[src/rtl/multicycle_control_pkg.sv]
// Shared encodings for the multicycle control FSM: states, opcodes, ALU codes and ALU B-select codes.
package multicycle_pkg;

  typedef enum logic [3:0] {
    ST_FETCH    = 4'd0,
    ST_DECODE   = 4'd1,
    ST_MEM_ADDR = 4'd2,
    ST_MEM_RD   = 4'd3,
    ST_MEM_WB   = 4'd4,
    ST_MEM_WR   = 4'd5,
    ST_EXEC_R   = 4'd6,
    ST_R_WB     = 4'd7,
    ST_EXEC_I   = 4'd8,
    ST_I_WB     = 4'd9,
    ST_BRANCH   = 4'd10,
    ST_BR_NT    = 4'd11,
    ST_ILLEGAL  = 4'd12
  } state_e;

  localparam logic [6:0] OP_LW    = 7'b0000011;
  localparam logic [6:0] OP_SW    = 7'b0100011;
  localparam logic [6:0] OP_RTYPE = 7'b0110011;
  localparam logic [6:0] OP_ADDI  = 7'b0010011;
  localparam logic [6:0] OP_BEQ   = 7'b1100011;

  localparam logic [2:0] F3_WORD = 3'b010;
  localparam logic [2:0] F3_ZERO = 3'b000;

  localparam logic [3:0] ALU_AND = 4'b0000;
  localparam logic [3:0] ALU_OR  = 4'b0001;
  localparam logic [3:0] ALU_ADD = 4'b0010;
  localparam logic [3:0] ALU_SUB = 4'b0110;

  localparam logic [1:0] SRCB_REG  = 2'b00;
  localparam logic [1:0] SRCB_FOUR = 2'b01;
  localparam logic [1:0] SRCB_IMM  = 2'b10;

endpackage

[src/rtl/multicycle_control_alu_decoder.sv]
// R-type ALU decoder: maps funct3/funct7[5] to an ALU code; unsupported combinations raise r_illegal_o.
// Purely combinational.
module alu_decoder
  import multicycle_pkg::*;
(
  input  logic [2:0] funct3_i,
  input  logic       funct7_5_i,
  output logic [3:0] alu_ctrl_o,
  output logic       r_illegal_o
);

  always_comb begin
    alu_ctrl_o  = ALU_ADD;
    r_illegal_o = 1'b0;
    case ({funct3_i, funct7_5_i})
      4'b000_0: alu_ctrl_o = ALU_ADD;
      4'b000_1: alu_ctrl_o = ALU_SUB;
      4'b111_0: alu_ctrl_o = ALU_AND;
      4'b110_0: alu_ctrl_o = ALU_OR;
      default:  r_illegal_o = 1'b1;
    endcase
  end

endmodule

[src/rtl/multicycle_control.sv]
// Main control FSM for the RV32I-subset multicycle datapath; cycles: lw 5, sw/R/addi 4, beq 3 taken / 4 not.
// ILLEGAL_SKIP_EN: illegal encodings skip the instruction (PC+4) instead of halting.
module multicycle_control
  import multicycle_pkg::*;
#(
  parameter int STATE_W = 4
) (
  input  logic       clk,
  input  logic       reset,
  input  logic [6:0] opcode,
  input  logic [2:0] funct3,
  input  logic       funct7_5,
  input  logic       zero,
  output logic       PCWrite,
  output logic       IorD,
  output logic       MemRead,
  output logic       MemWrite,
  output logic       IRWrite,
  output logic       MemtoReg,
  output logic       RegWrite,
  output logic       ALUSrcA,
  output logic [1:0] ALUSrcB,
  output logic       PCSource,
  output logic [3:0] ALUControl,
  output logic       instr_done,
  output logic       illegal
);

  logic [STATE_W-1:0] state_q, state_d;
  logic [3:0]         r_alu_ctrl;
  logic               r_illegal;
  logic               pc_inc, pcw_m, done_m, br_s;

  alu_decoder u_alu_decoder (
    .funct3_i   (funct3),
    .funct7_5_i (funct7_5),
    .alu_ctrl_o (r_alu_ctrl),
    .r_illegal_o(r_illegal)
  );

  always_ff @(posedge clk) begin
    if (reset) state_q <= ST_FETCH;
    else       state_q <= state_d;
  end

  always_comb begin
    state_d = state_q;
    if (reset) begin
      state_d = ST_FETCH;
    end else begin
      case (state_q)
        ST_FETCH:  state_d = ST_DECODE;
        ST_DECODE: begin
          case (opcode)
            OP_LW, OP_SW: state_d = (funct3 == F3_WORD) ? ST_MEM_ADDR : ST_ILLEGAL;
            OP_RTYPE:     state_d = ST_EXEC_R;
            OP_ADDI:      state_d = (funct3 == F3_ZERO) ? ST_EXEC_I : ST_ILLEGAL;
            OP_BEQ:       state_d = (funct3 == F3_ZERO) ? ST_BRANCH : ST_ILLEGAL;
            default:      state_d = ST_ILLEGAL;
          endcase
        end
        ST_MEM_ADDR: state_d = (opcode == OP_LW) ? ST_MEM_RD : ST_MEM_WR;
        ST_MEM_RD:   state_d = ST_MEM_WB;
        ST_EXEC_R:   state_d = r_illegal ? ST_ILLEGAL : ST_R_WB;
        ST_EXEC_I:   state_d = ST_I_WB;
        ST_BRANCH:   state_d = zero ? ST_FETCH : ST_BR_NT;
`ifdef ILLEGAL_SKIP_EN
        ST_ILLEGAL:  state_d = ST_FETCH;
`else
        ST_ILLEGAL:  state_d = ST_ILLEGAL;
`endif
        default:     state_d = ST_FETCH;
      endcase
    end
  end

  // Moore outputs only; zero enters solely through the BRANCH terms below,
  // which keeps the ALU select path free of any dependence on the ALU result.
  always_comb begin
    pcw_m      = 1'b0;
    IorD       = 1'b0;
    MemRead    = 1'b0;
    MemWrite   = 1'b0;
    IRWrite    = 1'b0;
    MemtoReg   = 1'b0;
    RegWrite   = 1'b0;
    ALUSrcA    = 1'b0;
    ALUSrcB    = SRCB_REG;
    PCSource   = 1'b0;
    ALUControl = ALU_ADD;
    done_m     = 1'b0;
    illegal    = 1'b0;
    br_s       = 1'b0;
    pc_inc     = 1'b0;
    if (!reset) begin
      case (state_q)
        ST_FETCH:              begin MemRead = 1'b1; IRWrite = 1'b1; end
        ST_DECODE:             ALUSrcB = SRCB_IMM;
        ST_MEM_ADDR, ST_EXEC_I: begin ALUSrcA = 1'b1; ALUSrcB = SRCB_IMM; end
        ST_MEM_RD:             begin IorD = 1'b1; MemRead = 1'b1; pc_inc = 1'b1; end
        ST_MEM_WB:             begin RegWrite = 1'b1; MemtoReg = 1'b1; done_m = 1'b1; end
        ST_MEM_WR:             begin IorD = 1'b1; MemWrite = 1'b1; pc_inc = 1'b1; done_m = 1'b1; end
        ST_EXEC_R:             begin ALUSrcA = 1'b1; ALUControl = r_alu_ctrl; end
        ST_R_WB, ST_I_WB:      begin RegWrite = 1'b1; pc_inc = 1'b1; done_m = 1'b1; end
        ST_BRANCH:             begin ALUSrcA = 1'b1; ALUControl = ALU_SUB; PCSource = 1'b1; br_s = 1'b1; end
        ST_BR_NT:              begin pc_inc = 1'b1; done_m = 1'b1; end
        ST_ILLEGAL: begin
          illegal = 1'b1;
`ifdef ILLEGAL_SKIP_EN
          pc_inc  = 1'b1;
          done_m  = 1'b1;
`endif
        end
        default: ;
      endcase
      if (pc_inc) begin
        ALUSrcA    = 1'b0;
        ALUSrcB    = SRCB_FOUR;
        ALUControl = ALU_ADD;
        PCSource   = 1'b0;
        pcw_m      = 1'b1;
      end
    end
  end

  assign PCWrite    = pcw_m  | (br_s & zero);
  assign instr_done = done_m | (br_s & zero);

endmodule
[config.mk]
export PLATFORM = sky130hd
export DESIGN_NAME = multicycle_control
export DESIGN_NICKNAME = d
export VERILOG_FILES = /design/src/rtl/multicycle_control_pkg.sv /design/src/rtl/multicycle_control_alu_decoder.sv /design/src/rtl/multicycle_control.sv
export SDC_FILE = /design/constraint.sdc
export NUM_CORES = 1
export LEC_CHECK = 0
export ABC_AREA = 1
export BUFFER_PORTS_ARGS = -buffer_cell sky130_fd_sc_hd__buf_2
export CAP_MARGIN = 20
export CORE_AREA = 10 10 49 51
export DETAILED_ROUTE_END_ITERATION = 16
export DIE_AREA = 0 0 59 61
export PLACE_DENSITY = 0.76
export RECOVER_POWER = 50
export SYNTH_ARGS = -nofsm -noshare
export SYNTH_HDL_FRONTEND = slang
export SYNTH_HIERARCHICAL = 1
export SYNTH_SLANG_ARGS = --single-unit
[constraint.sdc]
create_clock -name clk -period 1.2 [get_ports clk]
set_input_delay 0.06 -clock clk [delete_from_list [all_inputs] [get_ports clk]]
set_output_delay 0.06 -clock clk [all_outputs]
set_load 0.1 [all_outputs]
==> results by group, run 1 <==
Synthesis
  – Mean Syn Cell Area: 4.86 µm²
  – FFs w/ async S/R, synth: 0%
  – Ys Warns: 6
  – Top_reg_cell synth: dfxtp_1
  – Syn Nets: 145
  – Number of synthesized flops with an enable pin: 0
  – Register bit total from synthesis: 4
  – Register area share after synthesis: 12.6%
  – Cell Area, Synth: 637 µm²
  – Library cells used by synthesis: 19
  – Synth Instances: 131

Placement
  – Dpl ws: -0.200 ns
  – Routability Congestion: 0.852
  – Placement Cell Area: 1360 µm²
  – Placed cell count: 191
  – # port buffers: 29
  – Dpl hpwl: 2.52 mm

Clock network
  – Num CTS Buffers: 3
  – H-tree Lvls: 1
  – Clock Sinks: 4
  – Setup Buffers After CTS: 7
  – Post-CTS Hold Buffers: 0
  – Clock buffer depth: 2
  – CTS root buffer: clkbuf_4
  – Resized Gates After CTS: 29

Floorplan
  – Io pins: 31
  – Row Count: 14
  – Die Height: 61 µm
  – Starting Density: 43.3%
  – Die width: 59 µm

Outcome
  – Stop stage: clock tree synthesis
  – Outcome: stopped before the end
  – Stop Error: [ERROR DPL-0038] Utilization greater than 100%, impossible to legalize
-- stage by stage --
stage,setup TNS [ns],hold slack (ns)
floorplan,-2.69,0.119
detailed placement,-1.61,0.490
global placement,-0.360,0.466
-- synthesized netlist by cell type, types with 2 or more instances --
cell type  number  area share (%)
inv_2           4             2.4
nor2_1         24              14
o21ai_0         4             3.1
a21oi_1        11             8.6
nor3_1          2             1.6
inv_1          19              11
o21ai_1         3             2.4
dfxtp_1         4              13
nand3_1         9             7.1
nand3b_1        2             2.4
nand2_1        36              21
buf_4           2             2.4
nor2_2          5             4.9
-- cell families after synthesis --
family | share of synthesized area (%)
AOI/OAI and AO/OA | 16.9
other | 0.589
buffers and inverters | 16.5
DFF | 12.6
and+or+nand+nor | 53.4
==> inputs of run 2 (changes only) <==
CORE_AREA = 10 10 71 73   (was 10 10 49 51)
DIE_AREA = 0 0 81 83   (was 0 0 59 61)
PLACE_DENSITY = not set   (was 0.76)
PLACE_DENSITY_LB_ADDON = 0.15   (was not set)
==> run 2 against run 1 <==
  * The flow now finishes, with violations (max-slew violations, negative setup slack)
  * Synthesized cell count stayed put
  * Synthesized area is the same
==> results by group, run 2 <==
Outcome
  – Outcome: complete, but fails checks (was stopped before the end)
  – Failing checks: max-slew violations, negative setup slack

Timing
  – Final Hold Viols: 0
  – Crit share post-route: 121%
  – Worst setup skew after layout: 0.00199 ns
  – Setup WS post-layout: -0.253 ns
  – Pins over their slew limit: 1
  – Final setup viols: 19
  – Slew margin rel.: -16.7%
  – Worst-margin pin slew: 1.74 ns
  – RSZ-0062 raised after global routing: yes
  – Fmax achieved: 688 MHz
  – Period minus WS final: 1.45 ns

Worst hold path
  – Hold WC Path Type: in2reg

Synthesis
  – Synth Instances: 131 (unchanged)
  – Ys Warns: 6 (unchanged)
  – Mean Syn Cell Area: 4.86 µm² (unchanged)
  – Area contributors post-synth: nand2_1 (21%), nor2_1 (14%), dfxtp_1 (13%) (unchanged)
  – Number of synthesized flops with an enable pin: 0 (unchanged)
  – Dominant cell type by area after synthesis: nand2_1 (unchanged)
  – Library cells used by synthesis: 19 (unchanged)
  – Cell Area, Synth: 637 µm² (unchanged)
  – Syn Nets: 145 (unchanged)
  – Top post-synthesis cells by count: nand2_1 (36), nor2_1 (24), inv_1 (19), a21oi_1 (11), nand3_1 (9) (unchanged)
  – Register bit total from synthesis: 4 (unchanged)
  – Top-area cell type share of the netlist area: 21.2% (unchanged)
  – Most common cell in the netlist: nand2_1 (unchanged)
  – Register area share after synthesis: 12.6% (unchanged)
  – Top_reg_cell synth: dfxtp_1 (unchanged)
  – FFs w/ async S/R, synth: 0% (unchanged)

Layout
  – Post-layout util: 45.8%
  – Commonest cells after routing, fill and taps aside: nand2_1 (21), buf_12 (18), buf_4 (17)
  – Regs by FF count: state_q (4)
  – Most flops, register: state_q
  – Nets: 202
  – Share of layout cells above drive strength 1: 62.6%
  – P&R area growth vs syn: 161%
  – N_diodes: 0
  – Max FFs per register: 4
  – Most common cell after layout, fill and taps aside: nand2_1

GRT
  – First-pass GRT wire length: 4.23 mm
  – Aggregate global routing overflow: 0
  – GR Util All Layers: 7.45%
  – Largest net degree at the start of global routing: 16
  – Vias in the first global route: 1021
  – Initial antenna violation count: 0

Clock network
  – Clock tree from TritonCTS: done
  – CTS root buffer: clkbuf_8 (was clkbuf_4)
  – Num CTS Buffers: 3 (unchanged)
  – Post-CTS Hold Buffers: 0 (unchanged)
  – H-tree Lvls: 1 (unchanged)
  – Clock Sinks: 4 (unchanged)
  – Clk_lat worst skew: 0.21 ns
  – Clk slew on worst S/H paths: 0.03 ns
  – Clock buffer depth: 2 (unchanged)

Worst setup path
  – Max FO, Critical Path: 4
  – CP required: 1.14 ns
  – Crit Path Class: reg2out
  – Most used cell along the critical path: buf_12
  – Worst path slowest cell: dfxtp_4
  – CP delay by family, top: buffers and inverters
  – Max incr delay on CP: 0.36 ns
  – Critical path data arrival time: 1.39 ns
  – Worst-path cell chain: buf_12 -> nor2_4 -> nand2_4 -> inv_2 -> nand2_2 -> a21oi_4 -> buf_12
  – Worst Setup End Kind: output pin
  – Worst Setup Start Kind: register
  – CP Buf/Inv Count: 3

Placement
  – Dpl ws: -0.0785 ns (was -0.200 ns)
  – Routability Congestion: 0.779 (was 0.852)
  – Dpl hpwl: 2.11 mm (was 2.52 mm)
  – # port buffers: 29 (unchanged)

Route
  – First DRT Iteration DRCs: 20
  – Drt drc: 0
  – Antenna-violating nets left: 0
  – Final wirelength: 2.53 mm
  – Via count: 985
  – Wire length per cell: 10.8 µm
  – Pre-antenna DRT Iters: 4
  – Vias/cell: 4.19

Power and ir drop
  – Leakage dissipation: 0.000735 µW
  – Peak supply drop: 0.386 mV
  – Total power draw: 2170 µW
  – Pwr/cell area: 1310 nW/µm²

Floorplan
  – Core area: 3630 µm²
  – Die Height: 83 µm (was 61 µm)
  – Io pins: 31 (unchanged)
  – Die ar.: 6720 µm²
  – Starting Density: 17.5% (was 43.3%)
  – Die width: 81 µm (was 59 µm)
  – Row Count: 22 (was 14)

Run
  – Number of max-cap violations: 0
[run 2: logic make-up (layout without fill, tap and decap cells)]
logic type / after synthesis / after routing / share of synthesized area, %
DFF: 4 / 4 / 12.6
AOI/OAI and AO/OA: 20 / 20 / 16.9
other: 1 / 1 / 0.589
and+or+nand+nor: 80 / 80 / 53.4
buffers and inverters: 26 / 82 / 16.5
[run 2: path summary, 6_finish.rpt]
check             start             to  slack, ns  cells past startpoint
max reg2reg  state_q[0]     state_q[2]      -0.03                      9
min reg2reg  state_q[0]     state_q[0]       0.75                      4
min               reset     state_q[0]       0.25                      3
max          state_q[3]  ALUControl[2]      -0.25                      7
[run 2: area by class of cell]
| type | instances | area, µm² |
|---|---|---|
| Tap cell | 48 | 60.1 |
| Fill cell | 362 | 1970 |
| Multi-Input combinational cell | 101 | 736 |
| Clock buffer | 4 | 45.0 |
| Sequential cell | 4 | 95.1 |
| Inverter | 23 | 95.1 |
| Timing Repair Buffer | 55 | 632 |
[run 2: repair_timing]
action	CTS	global route
setup endpoints to repair	18	20
pin swaps	15	13
cloned	0	0
buffers inserted	7	2
gates resized for setup	29	14
[run 2: worst register-to-register path, cell delays in order (launching register included)]
cell,delay [ns]
dfxtp_4,0.35
buf_6,0.12
nand2_2,0.06
inv_2,0.04
nand2_2,0.07
buf_6,0.13
buf_6,0.09
nand3_2,0.08
a21oi_2,0.11
a21oi_1,0.07
[run 2: stage by stage]
stage | TNS (ns) | hold WS [ns] | area, µm² | std cells
2_1_floorplan | -2.69 | 0.119 | 821 | 131
3_3_place_gp | -0.426 | 0.472 | 1420 | 224
3_5_place_dp | -0.409 | 0.467 | 1420 | 224
4_1_cts | -3.62 | 0.247 | 1610 | 234
5_1_grt | -4.36 | 0.264 | 1660 | 235
6_report | -3.30 | 0.247 | 1660 | 235
[run 2: report_power, final]
group / internal, µW / leakage (µW) / total, µW / switching [µW]
clock: 227 / 0.0000228 / 295 / 68.4
combinational: 668 / 0.000677 / 1640 / 973
sequential: 176 / 0.0000356 / 235 / 59.6
[run 2: per-layer routing]
metal | GRT usage (%) | share of wire [%] | vias up
li1 | - | - | 521
met1 | 7.94 | 41 | 432
met2 | 13.0 | 50 | 28
met3 | 1.83 | 6.4 | 4
met4 | 3.76 | 2.3 | 0
met5 | 0 | 0 | -
Power figures use the tool's default switching activity.
==> inputs of run 3 (changes only) <==
ABC_AREA = not set   (was 1)
==> run 3 against run 2 <==
  * The flow finishes with violations (negative setup slack)
  * First-iteration DRC count increased by 150%
  * Final area is 11% higher
  * Non-clock buffer count rose by 13
  * Hold slack worse by 0.054 ns
  * Sequential power fell by 8.9%
  * Synthesized cell count decreased by 23%
  * Clock power down 4%
  * Largest power group unchanged
==> results by group, run 3 <==
Worst setup path
  – Worst Setup Start Kind: register (unchanged)
  – CP required: 1.14 ns (about the same)
  – Worst path slowest cell: dfxtp_4 (unchanged)
  – Worst-path cell chain: buf_6 -> nor2b_4 -> mux2i_1 -> o22a_1 -> nor2_4 -> buf_12 (was buf_12 -> nor2_4 -> nand2_4 -> inv_2 -> nand2_2 -> a21oi_4 -> buf_12)
  – Max incr delay on CP: 0.36 ns (about the same)
  – CP delay by family, top: flip-flops (was buffers and inverters)
  – Max FO, Critical Path: 7 (was 4)
  – Crit Path Class: reg2out (unchanged)
  – R2R depth: 7 (was 9)
  – CP Buf/Inv Count: 2 (was 3)
  – Worst Setup End Kind: output pin (unchanged)
  – Worst path depth: 6 (was 7)
  – Critical path data arrival time: 1.46 ns (was 1.39 ns)

Layout
  – Regs by FF count: state_q (4) (unchanged)
  – Most flops, register: state_q (unchanged)
  – Area taken by multi-input logic gates: 863 µm² (was 736 µm²)
  – Fillcell total: 339 (was 362)
  – Share of layout cells above drive strength 1: 72.2% (was 62.6%)
  – Nets: 178 (was 202)
  – Max FFs per register: 4 (unchanged)
  – Sequential Area: 92.6 µm² (was 95.1 µm²)
  – Final instance area: 1850 µm² (was 1660 µm²)
  – Final non-filler cell total: 210 (was 235)
  – Most common cell after layout, fill and taps aside: buf_4 (was nand2_1)
  – Commonest cells after routing, fill and taps aside: buf_4 (22), buf_12 (19), buf_2 (13) (was nand2_1 (21), buf_12 (18), buf_4 (17))
  – N_diodes: 0 (unchanged)
  – P&R area growth vs syn: 175% (was 161%)

Synthesis
  – Ys Warns: 6 (unchanged)
  – Register area share after synthesis: 11.9% (was 12.6%)
  – Top post-synthesis cells by count: nor2_1 (9), a21oi_1 (8), nand2b_1 (8), nor3_1 (8), nand2_1 (7) (was nand2_1 (36), nor2_1 (24), inv_1 (19), a21oi_1 (11), nand3_1 (9))
  – Dominant cell type by area after synthesis: dfxtp_1 (was nand2_1)
  – Most common cell in the netlist: nor2_1 (was nand2_1)
  – Cell Area, Synth: 674 µm² (was 637 µm²)
  – Top_reg_cell synth: dfxtp_1 (unchanged)
  – Synth Instances: 101 (was 131)
  – Top-area cell type share of the netlist area: 11.9% (was 21.2%)
  – FFs w/ async S/R, synth: 0% (unchanged)
  – Register bit total from synthesis: 4 (unchanged)
  – Mean Syn Cell Area: 6.68 µm² (was 4.86 µm²)
  – Syn Nets: 115 (was 145)
  – Area contributors post-synth: dfxtp_1 (12%), nand2b_1 (7.4%), a21oi_1 (5.9%) (was nand2_1 (21%), nor2_1 (14%), dfxtp_1 (13%))
  – Library cells used by synthesis: 42 (was 19)
  – Number of synthesized flops with an enable pin: 0 (unchanged)

Placement
  – Dpl hpwl: 2.28 mm (was 2.11 mm)
  – Placement Cell Area: 1480 µm² (was 1420 µm²)
  – # port buffers: 29 (unchanged)
  – Routability Congestion: 0.777 (was 0.779)
  – Placed cell count: 194 (was 224)
  – Dpl ws: -0.144 ns (was -0.0785 ns)

GRT
  – First-pass GRT wire length: 5.11 mm (was 4.23 mm)
  – GR Util All Layers: 9.20% (was 7.45%)
  – Vias in the first global route: 1065 (was 1021)
  – Initial antenna violation count: 0 (unchanged)
  – Largest net degree at the start of global routing: 12 (was 16)
  – Aggregate global routing overflow: 0 (unchanged)

Timing
  – WHS: 0.193 ns (was 0.247 ns)
  – Slew margin rel.: 35.4% (was -16.7%)
  – Worst setup skew after layout: 0.00133 ns (was 0.00199 ns)
  – Crit share post-route: 126% (was 121%)
  – Period minus WS final: 1.52 ns (was 1.45 ns)
  – Fmax achieved: 659 MHz (was 688 MHz)
  – Worst-margin pin slew: 0.976 ns (was 1.74 ns)
  – RSZ-0062 raised after global routing: yes (unchanged)
  – Pins over their slew limit: 0 (was 1)
  – Final setup viols: 20 (was 19)
  – Final Hold Viols: 0 (unchanged)
  – Setup WS post-layout: -0.316 ns (was -0.253 ns)

Clock network
  – Post-CTS Hold Buffers: 0 (unchanged)
  – Clock Sinks: 4 (unchanged)
  – H-tree Lvls: 1 (unchanged)
  – Clk slew on worst S/H paths: 0.03 ns (about the same)
  – Num CTS Buffers: 3 (unchanged)
  – Clock buffer depth: 2 (unchanged)
  – Clk_lat worst skew: 0.22 ns (was 0.21 ns)
  – Clock tree from TritonCTS: done (unchanged)
  – CTS root buffer: clkbuf_8 (unchanged)

Floorplan
  – Row Count: 22 (unchanged)
  – Die Height: 83 µm (unchanged)
  – Die ar.: 6720 µm² (unchanged)
  – Die width: 81 µm (unchanged)
  – Starting Density: 18.6% (was 17.5%)
  – Core area: 3630 µm² (unchanged)
  – Io pins: 31 (unchanged)

Route
  – Final wirelength: 3.02 mm (was 2.53 mm)
  – Pre-antenna DRT Iters: 4 (unchanged)
  – Via count: 992 (was 985)
  – Wire length per cell: 14.4 µm (was 10.8 µm)
  – Drt drc: 0 (unchanged)
  – Vias/cell: 4.72 (was 4.19)
  – First DRT Iteration DRCs: 49 (was 20)
  – Antenna-violating nets left: 0 (unchanged)

Worst hold path
  – Hold depth: 3 (unchanged)
  – Hold WC Path Type: in2reg (unchanged)

Power and ir drop
  – Total power draw: 2270 µW (was 2170 µW)
  – Pwr/cell area: 1220 nW/µm² (was 1310 nW/µm²)
  – Leakage dissipation: 0.000711 µW (was 0.000735 µW)
  – Peak supply drop: 0.355 mV (was 0.386 mV)

Outcome
  – Failing checks: negative setup slack (was max-slew violations, negative setup slack)
  – Outcome: complete, but fails checks (unchanged)

Run
  – Number of max-cap violations: 0 (unchanged)
run 3: changes by cell type after synthesis, sizes merged, moves of 4 or more:
cell,previous run,this run
nor2,29,9
o21ai,8,4
nand3,9,1
inv,23,2
buf,2,7
nor3,2,8
nand2b,0,8
nand2,37,7
run 3: cell type report:
class	count	share of cell area [%]
inverters	2	0.405
well taps	48	3.24
flip-flops and latches	4	5.00
repair buffers	68	42.5
clock buffers	3	2.23
multi-input cells	85	46.6
run 3: per-layer routing:
| layer | routed length [µm] | global-route usage, % | share of wire [%] | vias to the layer above |
|---|---|---|---|---|
| li1 | - | - | - | 494 |
| met1 | 1310 | 10.8 | 44 | 463 |
| met2 | 1540 | 15.6 | 51 | 29 |
| met3 | 110 | 1.72 | 3.6 | 6 |
| met4 | 55 | 3.91 | 1.8 | 0 |
| met5 | 0 | 0 | 0 | - |
run 3: cell families (layout without fill, tap and decap cells):
logic type | after synthesis | after routing | share of synthesized area, %
AOI/OAI and AO/OA | 29 | 29 | 28.6
xor gates and xnor gates | 2 | 2 | 2.60
buffers and inverters | 12 | 73 | 8.72
DFF | 4 | 4 | 11.9
muxes | 2 | 2 | 2.97
other | 1 | 1 | 0.556
and+or+nand+nor | 51 | 51 | 44.7
run 3: report_power, final:
part           leakage, µW  internal, µW  switching (µW)  total (µW)
clock network    0.0000216           214            69.7         283
logic             0.000654           785             985        1770
registers        0.0000353           165            49.0         214
total             0.000711          1160            1100        2270
run 3: repair_timing:
action                                  CTS  global route
buffers inserted                         10             2
endpoints found under the setup margin   19            20
cloned                                    1             0
resized for setup                        39             6
endpoints found under the hold margin     0             0
pin swaps                                21            11
run 3: worst register-to-register path, delay by kind of cell (launching register included):
kind            cells  cell delay (ns)
compound gates      3             0.38
simple gates        1             0.13
flops               1             0.36
buf+inv             3             0.37
run 3: stage by stage:
step,TNS (ns),util [%]
after floorplan,-5.45,-
after global placement,-0.956,40.7
after detailed placement,-1.14,40.7
after CTS,-4.15,49.8
after global routing,-5.22,51.0
final,-4.21,51.0
run 3: worst paths after layout:
| check | start | end | slack, ns |
|---|---|---|---|
| hold / removal | opcode[5] | state_q[1] | 0.19 |
| setup / recovery | state_q[3] | RegWrite | -0.32 |
| hold reg to reg | state_q[0] | state_q[0] | 0.69 |
| setup reg to reg | state_q[1] | state_q[1] | -0.13 |
